[src/rtl/master_pkg.sv]
`default_nettype none
// ============================================================================
//  Module      : master_pkg
//  Description : Shared types and bus encodings for the bus-master wrapper.
//  Revision    : 1.0 - initial release
// ============================================================================
package master_pkg;

    // Transfer sequencing states of the bus master
    typedef enum logic [1:0] {
        IDLE = 2'd0,
        REQ  = 2'd1,
        DATA = 2'd2,
        DONE = 2'd3
    } state_t;

    localparam logic [1:0] HTRANS_IDLE   = 2'b00;
    localparam logic [1:0] HTRANS_NONSEQ = 2'b10;
    localparam logic [1:0] HRESP_ERROR   = 2'b01;

endpackage
`default_nettype wire

[src/rtl/bus_timeout_counter.sv]
`default_nettype none
// ============================================================================
//  Module      : bus_timeout_counter
//  Description : Data-phase watchdog. Counts cycles while enabled and flags
//                expiry once TIMEOUT-1 waiting cycles have elapsed.
//  Revision    : 1.0 - initial release
// ============================================================================
module bus_timeout_counter #(
    parameter int TIMEOUT = 16
) (
    input  logic clk,
    input  logic rst,
    input  logic clear,
    input  logic enable,
    output logic expired
);

    localparam int             CW   = $clog2(TIMEOUT) + 1;
    localparam logic [CW-1:0]  LAST = CW'(TIMEOUT - 1);

    logic [CW-1:0] count_q;
    logic [CW-1:0] count_d;

    assign expired = (count_q == LAST);

    // Next count: clear wins, otherwise count up and saturate at the limit
    always_comb begin
        count_d = count_q;
        if (clear) begin
            count_d = '0;
        end else if (enable && !expired) begin
            count_d = count_q + 1'b1;
        end
    end

    // Count register
    always_ff @(posedge clk or posedge rst) begin
        if (rst) begin
            count_q <= '0;
        end else begin
            count_q <= count_d;
        end
    end

endmodule
`default_nettype wire

[src/rtl/master_wrapper.sv]
`default_nettype none
// ============================================================================
//  Module      : master_wrapper
//  Description : Bus master between the CPU memory port and the shared bus.
//                Captures one load/store, arbitrates for the bus, runs the
//                address and data phases, and returns data with a one-cycle
//                completion pulse. A watchdog aborts stuck data phases.
//  Revision    : 1.0 - initial release
// ============================================================================
module master_wrapper
    import master_pkg::*;
#(
    parameter int TIMEOUT = 16
) (
    input  logic        clk,
    input  logic        rst,
    // CPU side
    input  logic        cpu_req,
    input  logic        cpu_write,
    input  logic [31:0] cpu_addr,
    input  logic [31:0] cpu_wdata,
    output logic [31:0] cpu_rdata,
    output logic        cpu_stall,
    output logic        cpu_done,
    output logic        cpu_err,
    // Bus side
    output logic        HBusReq,
    output logic [31:0] HAddress,
    output logic        HWrite,
    output logic [31:0] HWrite_data,
    output logic [1:0]  HTrans,
    input  logic        HGrant,
    input  logic        HReady,
    input  logic [1:0]  HResp,
    input  logic [31:0] HRead_data
);

    state_t      state_q, state_d;
    logic [31:0] addr_q,  addr_d;
    logic [31:0] wdata_q, wdata_d;
    logic [31:0] rdata_q, rdata_d;
    logic        write_q, write_d;
    logic        err_q,   err_d;

    logic        tmo_clear;
    logic        tmo_enable;
    logic        tmo_expired;

    // Watchdog runs only in the data phase and counts cycles the slave stalls
    assign tmo_clear  = (state_q != DATA);
    assign tmo_enable = (state_q == DATA) && !HReady;

    bus_timeout_counter #(
        .TIMEOUT (TIMEOUT)
    ) u_timeout (
        .clk     (clk),
        .rst     (rst),
        .clear   (tmo_clear),
        .enable  (tmo_enable),
        .expired (tmo_expired)
    );

    // State register
    always_ff @(posedge clk or posedge rst) begin
        if (rst) begin
            state_q <= IDLE;
        end else begin
            state_q <= state_d;
        end
    end

    // Next-state: grant only matters in REQ, ready/timeout only in DATA
    always_comb begin
        state_d = state_q;
        case (state_q)
            IDLE:    if (cpu_req)                 state_d = REQ;
            REQ:     if (HGrant)                  state_d = DATA;
            DATA:    if (HReady || tmo_expired)   state_d = DONE;
            DONE:                                 state_d = IDLE;
            default:                              state_d = IDLE;
        endcase
    end

    // Request capture in IDLE, read-data and status capture at data-phase end
    always_comb begin
        addr_d  = addr_q;
        wdata_d = wdata_q;
        write_d = write_q;
        rdata_d = rdata_q;
        err_d   = err_q;
        if (state_q == IDLE && cpu_req) begin
            addr_d  = cpu_addr;
            wdata_d = cpu_wdata;
            write_d = cpu_write;
        end
        if (state_q == DATA) begin
            if (HReady) begin
                // Stores leave the last load value visible to the CPU
                if (!write_q) begin
                    rdata_d = HRead_data;
                end
                err_d = (HResp == HRESP_ERROR);
            end else if (tmo_expired) begin
                err_d = 1'b1;
            end
        end
    end

    // Request, read-data and status registers
    always_ff @(posedge clk or posedge rst) begin
        if (rst) begin
            addr_q  <= '0;
            wdata_q <= '0;
            write_q <= 1'b0;
            rdata_q <= '0;
            err_q   <= 1'b0;
        end else begin
            addr_q  <= addr_d;
            wdata_q <= wdata_d;
            write_q <= write_d;
            rdata_q <= rdata_d;
            err_q   <= err_d;
        end
    end

    assign cpu_rdata = rdata_q;

    // Output decode from the current state
    always_comb begin
        cpu_stall   = 1'b0;
        cpu_done    = 1'b0;
        cpu_err     = 1'b0;
        HBusReq     = 1'b0;
        HAddress    = '0;
        HWrite      = 1'b0;
        HWrite_data = '0;
        HTrans      = HTRANS_IDLE;
        case (state_q)
            IDLE: begin
                cpu_stall = cpu_req;
            end
            REQ: begin
                cpu_stall   = 1'b1;
                HBusReq     = 1'b1;
                HTrans      = HTRANS_NONSEQ;
                HAddress    = addr_q;
                HWrite      = write_q;
                HWrite_data = wdata_q;
            end
            DATA: begin
                cpu_stall   = 1'b1;
                HWrite_data = wdata_q;
            end
            DONE: begin
                cpu_done = 1'b1;
                cpu_err  = err_q;
            end
            default: begin
                cpu_stall = 1'b0;
            end
        endcase
    end

endmodule
`default_nettype wire

[config.mk]
export PLATFORM = sky130hd
export DESIGN_NAME = master_wrapper
export DESIGN_NICKNAME = d
export VERILOG_FILES = /design/src/rtl/master_pkg.sv /design/src/rtl/bus_timeout_counter.sv /design/src/rtl/master_wrapper.sv
export SDC_FILE = /design/constraint.sdc
export NUM_CORES = 1
export LEC_CHECK = 0
export ABC_AREA = 1
export BUFFER_PORTS_ARGS = -buffer_cell sky130_fd_sc_hd__buf_4
export CAP_MARGIN = 10
export CORE_UTILIZATION = 43
export DETAILED_ROUTE_END_ITERATION = 7
export GPL_ROUTABILITY_DRIVEN = 0
export PLACE_DENSITY = 0.76
export REMOVE_ABC_BUFFERS = 1
export SKIP_LAST_GASP = 1
export SYNTH_ARGS = -nofsm -noshare
export SYNTH_HDL_FRONTEND = slang
export SYNTH_SLANG_ARGS = --single-unit
[constraint.sdc]
create_clock -name clk -period 3.12 [get_ports clk]
set_input_delay 0.156 -clock clk [delete_from_list [all_inputs] [get_ports clk]]
set_output_delay 0.156 -clock clk [all_outputs]
set_load 0.01 [all_outputs]
# Yosys cells after proc, flatten, opt, wreduce, memory -nomap -nowiden
# Cells that the tools add are included.
[word_totals]
register_bits = 105
romBits = 0
inputBits = 104
ram_bits = 0
latch_bits = 0
memories = 0
[classes]
addsub = 1
mux = 16
n_mul = 0
n_eq_ne = 9
bitwise = 1
div = 0
magnitude_cmp = 0
shifts = 0
reduce_logical = 13
[op_table]
columns = ["cell", "n"]
rows = [
  ["2-to-1 mux 32 bit", 2],
  ["2-to-1 mux 5 bit", 2],
  ["2-to-1 mux 2 bit", 4],
  ["inequality test 2 bit (second input constant)", 4],
  ["case mux 2 bit (4 select lines)", 1],
  ["2-to-1 mux 1 bit", 6],
  ["AND reduction 3 bit", 2],
  ["adder 5 x 1 -> 5 bit (second input constant)", 1],
  ["equality test 5 x 4 -> 1 bit (second input constant)", 1],
  ["equality test 2 x 1 -> 1 bit (second input constant)", 2],
  ["equality test 2 bit (second input constant)", 2],
  ["nonzero test 2 bit", 2],
  ["logical AND 1 bit", 3],
  ["logical NOT 1 bit", 2],
  ["logical NOT 2 bit", 1],
  ["case mux 1 bit (2 select lines)", 1],
  ["AND reduction 2 bit", 1],
  ["OR reduction 2 bit", 1],
  ["logical OR 1 bit", 1],
  ["NOT 1 bit", 1],
]

# Depth between registers and ports, before layout
[logic_depth]
ltp_word = 5
ltp_mapped = 8

# Cells and area by module
# Synthesis repeated with hierarchy kept, for this count alone.
[hier_totals]
cells_unflattened = 638
hier_area_um2 = 4962.3
[by_module_without_submodules]
columns = ["module", "cells_each", "seq_area_each_um2", "n_inst", "area_each_um2"]
rows = [
  ["master_wrapper", 601, 2502.4, 1, 4675.7],
  ["bus_timeout_counter", 37, 125.1, 1, 286.5],
]

# Worst setup path before layout
# Ideal clock, no wire load.
[synth_timing]
path_kind = "reg-to-output"
start = "register state_q[0]"
end = "output HWrite_data[10]"
path_stages_with_launch = 7
slack_ns = 1.616
required_ns = 2.964
arrival_ns = 1.348
cell_sequence = "dfrtp_1 > inv_1 > ha_1 > clkbuf_1 > clkbuf_1 > nand2_1 > inv_1"
[synth_via]
elab_chain_len = 3
word_cells_on_any_way = 4
cone_classes = "2 x eq/ne; 1 x mux; 1 x reduce/logical"
[synth_lines]
columns = ["item", "line_no", "rtl"]
rows = [
  ["from (decl)", "master_wrapper.sv:38", "state_t state_q, state_d;"],
  ["from (signal assigned)", "master_wrapper.sv:68", "state_q <= state_d;"],
  ["equality test 2 bit / equality test 2 x 1 -> 1 bit (equally long branches)", "master_wrapper.sv:138", "case (state_q)"],
  ["OR reduction 2 bit (no line) (*)", "n/a", ""],
  ["2-to-1 mux 32 bit (*)", "master_wrapper.sv:138", ""],
  ["to (decl)", "master_wrapper.sv:30", "output logic [31:0] HWrite_data,"],
]
# Every way passes the cells marked *; elsewhere a longest branch is shown, timed or not.

# Final worst setup path
[layout_timing]
start = "register state_q[1]"
end = "output cpu_stall"
[layout_via]
elab_chain_len = 3
word_cells_on_any_way = 5
cone_classes = "2 x eq/ne; 1 x mux; 2 x reduce/logical"
[layout_lines]
columns = ["item", "line_no", "rtl"]
rows = [
  ["equality test 2 bit / equality test 2 x 1 -> 1 bit (equally long branches)", "master_wrapper.sv:138", ""],
  ["OR reduction 2 bit (no line)", "n/a", ""],
  ["case mux 1 bit (2 select lines) (*)", "master_wrapper.sv:138", ""],
  ["to (decl)", "master_wrapper.sv:23", "output logic cpu_stall,"],
]
# Marked as above.

==> reports/qor.txt <==
Worst slew margin: 0.527
vias in the first global route: 4,331
final total power: 6410 uW
DR WL/cell: 13.3 um
clk sinks: 105
antenna violations before repair: 0
Starting Density: 0.446
Slew Limit Fails: 0
GR Util met1: 0.281
WL final: 12.6 mm
CTS resizes: 0
run status: finished clean
RSZ-0062 raised after global routing: no
Final Skew: 0.00676 ns
I/O pins: 207
TritonCTS clock tree: done
CP Launch Type: flip-flop
most frequent cells in the layout: 272 x nand2_1, 209 x buf_4, 105 x dfrtp_1
Final setup viols: 0
Cells after Synth: 624
PD cells: 957 nW/um^2
worst endpoint data arrival time: 2.10 ns
Switching Fraction: 0.400
GR peak layer: met2
die width: 109 um
Die H: 109 um
clk_lat worst skew: 0.34 ns
Hold Buf Count CTS: 1
vias: 4,621
commonest non-fill, non-tap cell in the layout: nand2_1
critical path peak fanout: 34
critical path data required time: 2.96 ns
fillers: 963
gr ovfl total: 0
post-detail-place hpwl: 8.94 mm
area grow syn2layout: 37.4%
Fmax: 0.443 GHz
Clock Pin Slew Worst Setup and Hold Paths: 0.07 ns
clk buf depth: 2
Period minus WS final: 2.26 ns
pin count of the biggest net entering global routing: 68
IO Port Bufs: 205
met2 usage: 0.359
Clock power frac: 0.161
WS Path Type: reg2out
Leak: 0.00418 uW
H-tree depth: 3
antenna-violating nets left: 0
#FFs+latches synth: 105
first-pass GRT wire length: 20.1 mm
syn_area_per_cell: 7.82 um^2
number of max-cap violations: 0
internal power: 3850 uW
worst-margin pin slew: 0.709 ns
YS warnings: 0
Mapped Area: 4880 um^2
Remaining DRCs: 0
Post-CTS Setup Inserts: 0
layout cells sized above 1: 0.282
crit end category: output port
via/cell ratio: 4.87
TritonRoute pass-1 iters: 4
fin nets: 916
post-route setup TNS: 0 ns
Seq/Total Area, Yosys: 0.539
Hold Path Class: in2reg
starting DRC count in detailed routing: 330
core area: 10,900 um^2
final hold viol count: 0
die footprint: 11,800 um^2
GR Layer Usage met3: 0.0651
Combinational Power Share: 0.476
VDD IR max: 0.415 mV
cts bufs inserted: 9
Final Cycle Share: 0.724
clock root buffer: clkbuf_16
gr usage total: 0.218
# rows: 38
ANT cells: 0
sw power: 2560 uW
share of power burned in registers: 0.363
Yosys cell types: 23
==> per-layer routing <==
layer / up-vias / share of wire
li1: 2248 / -
met1: 2144 / 0.43
met2: 222 / 0.46
met3: 7 / 0.10
met4: 0 / 0.0068
met5: - / 0
==> sequential cells by signal, summed over array words and instances, names as in the netlist <==
register	count
err_q	1
state_q	2
write_q	1
cpu_rdata	32
wdata_q	32
addr_q	32
u_timeout.count_q	5
==> cell type report <==
cell class | count | area, um^2 | area share
multi-input cells | 400 | 1740 | 0.260
repair buffers | 211 | 1600 | 0.239
inverters | 78 | 295 | 0.0441
flip-flops and latches | 105 | 2630 | 0.392
clock buffers | 14 | 264 | 0.0394
well taps | 140 | 175 | 0.0261
==> cells in the mapped netlist <==
cell type,count,area share
o22ai_1,1,0.0013
inv_2,1,0.00077
nand4_1,2,0.0026
conb_1,1,0.00077
buf_4,5,0.0077
clkbuf_1,9,0.0069
buf_1,2,0.0015
nand2_4,1,0.0023
a21boi_0,1,0.0015
dfrtp_1,105,0.54
inv_1,77,0.059
nor2_1,2,0.0015
ha_1,7,0.018
nor2_2,1,0.0013
xnor2_1,1,0.0018
o21ai_0,4,0.0041
buf_6,3,0.0069
nand3_1,102,0.10
and3_1,1,0.0013
nand2_1,273,0.21
buf_2,22,0.023
a21oi_1,2,0.0021
nor2_4,1,0.0023
==> through the flow <==
stage | instances | hold WS, ns | utilization | cell area (um^2) | setup WS [ns]
2_1_floorplan | 583 | 0.289 | - | 4650 | -0.573
3_3_place_gp | 933 | 0.309 | 0.588 | 6430 | 1.21
3_5_place_dp | 933 | 0.335 | 0.588 | 6430 | 1.16
4_1_cts | 948 | 0.0305 | 0.613 | 6700 | 0.796
5_1_grt | 948 | 0.0329 | 0.613 | 6700 | 0.712
6_report | 948 | 0.0327 | 0.613 | 6700 | 0.862
==> cell families after synthesis <==
kind of cell,synth area share
buffers and inverters,0.106
AO/OA/AOI/OAI,0.00898
AND/OR/NAND/NOR,0.326
XOR/XNOR,0.00180
flip-flops,0.539
other,0.000769
adder cells (fa/ha/maj),0.0180
==> path summary, 6_finish.rpt <==
kind                       slack (ns)             to          start  cells after the start
min                              0.03    wdata_q[18]  cpu_wdata[18]                      3
max reg2reg                      1.25  cpu_rdata[25]     state_q[0]                      7
min in group asynchronous        0.50  cpu_rdata[18]            rst                      3
max                              0.86      cpu_stall     state_q[1]                      5
min reg2reg                      0.47    wdata_q[18]    wdata_q[18]                      2
max in group asynchronous        1.89    wdata_q[26]            rst                      4
==> worst max-delay path, stage by stage, from the launching register on <==
cell	delay, ns
dfrtp_1	0.40
inv_1	0.10
ha_2	0.77
inv_1	0.10
a21oi_1	0.23
buf_4	0.16
==> power by group through the flow <==
stage / Clock, uW / Combinational, uW / Sequential [uW]
2_1_floorplan: 0 / 1560 / 2340
3_3_place_gp: 0 / 3020 / 2320
3_5_place_dp: 0 / 3100 / 2330
4_1_cts: 1050 / 3110 / 2320
5_1_grt: 1110 / 3440 / 2400
6_report: 1030 / 3050 / 2330
(Power assumes the default switching activity.)
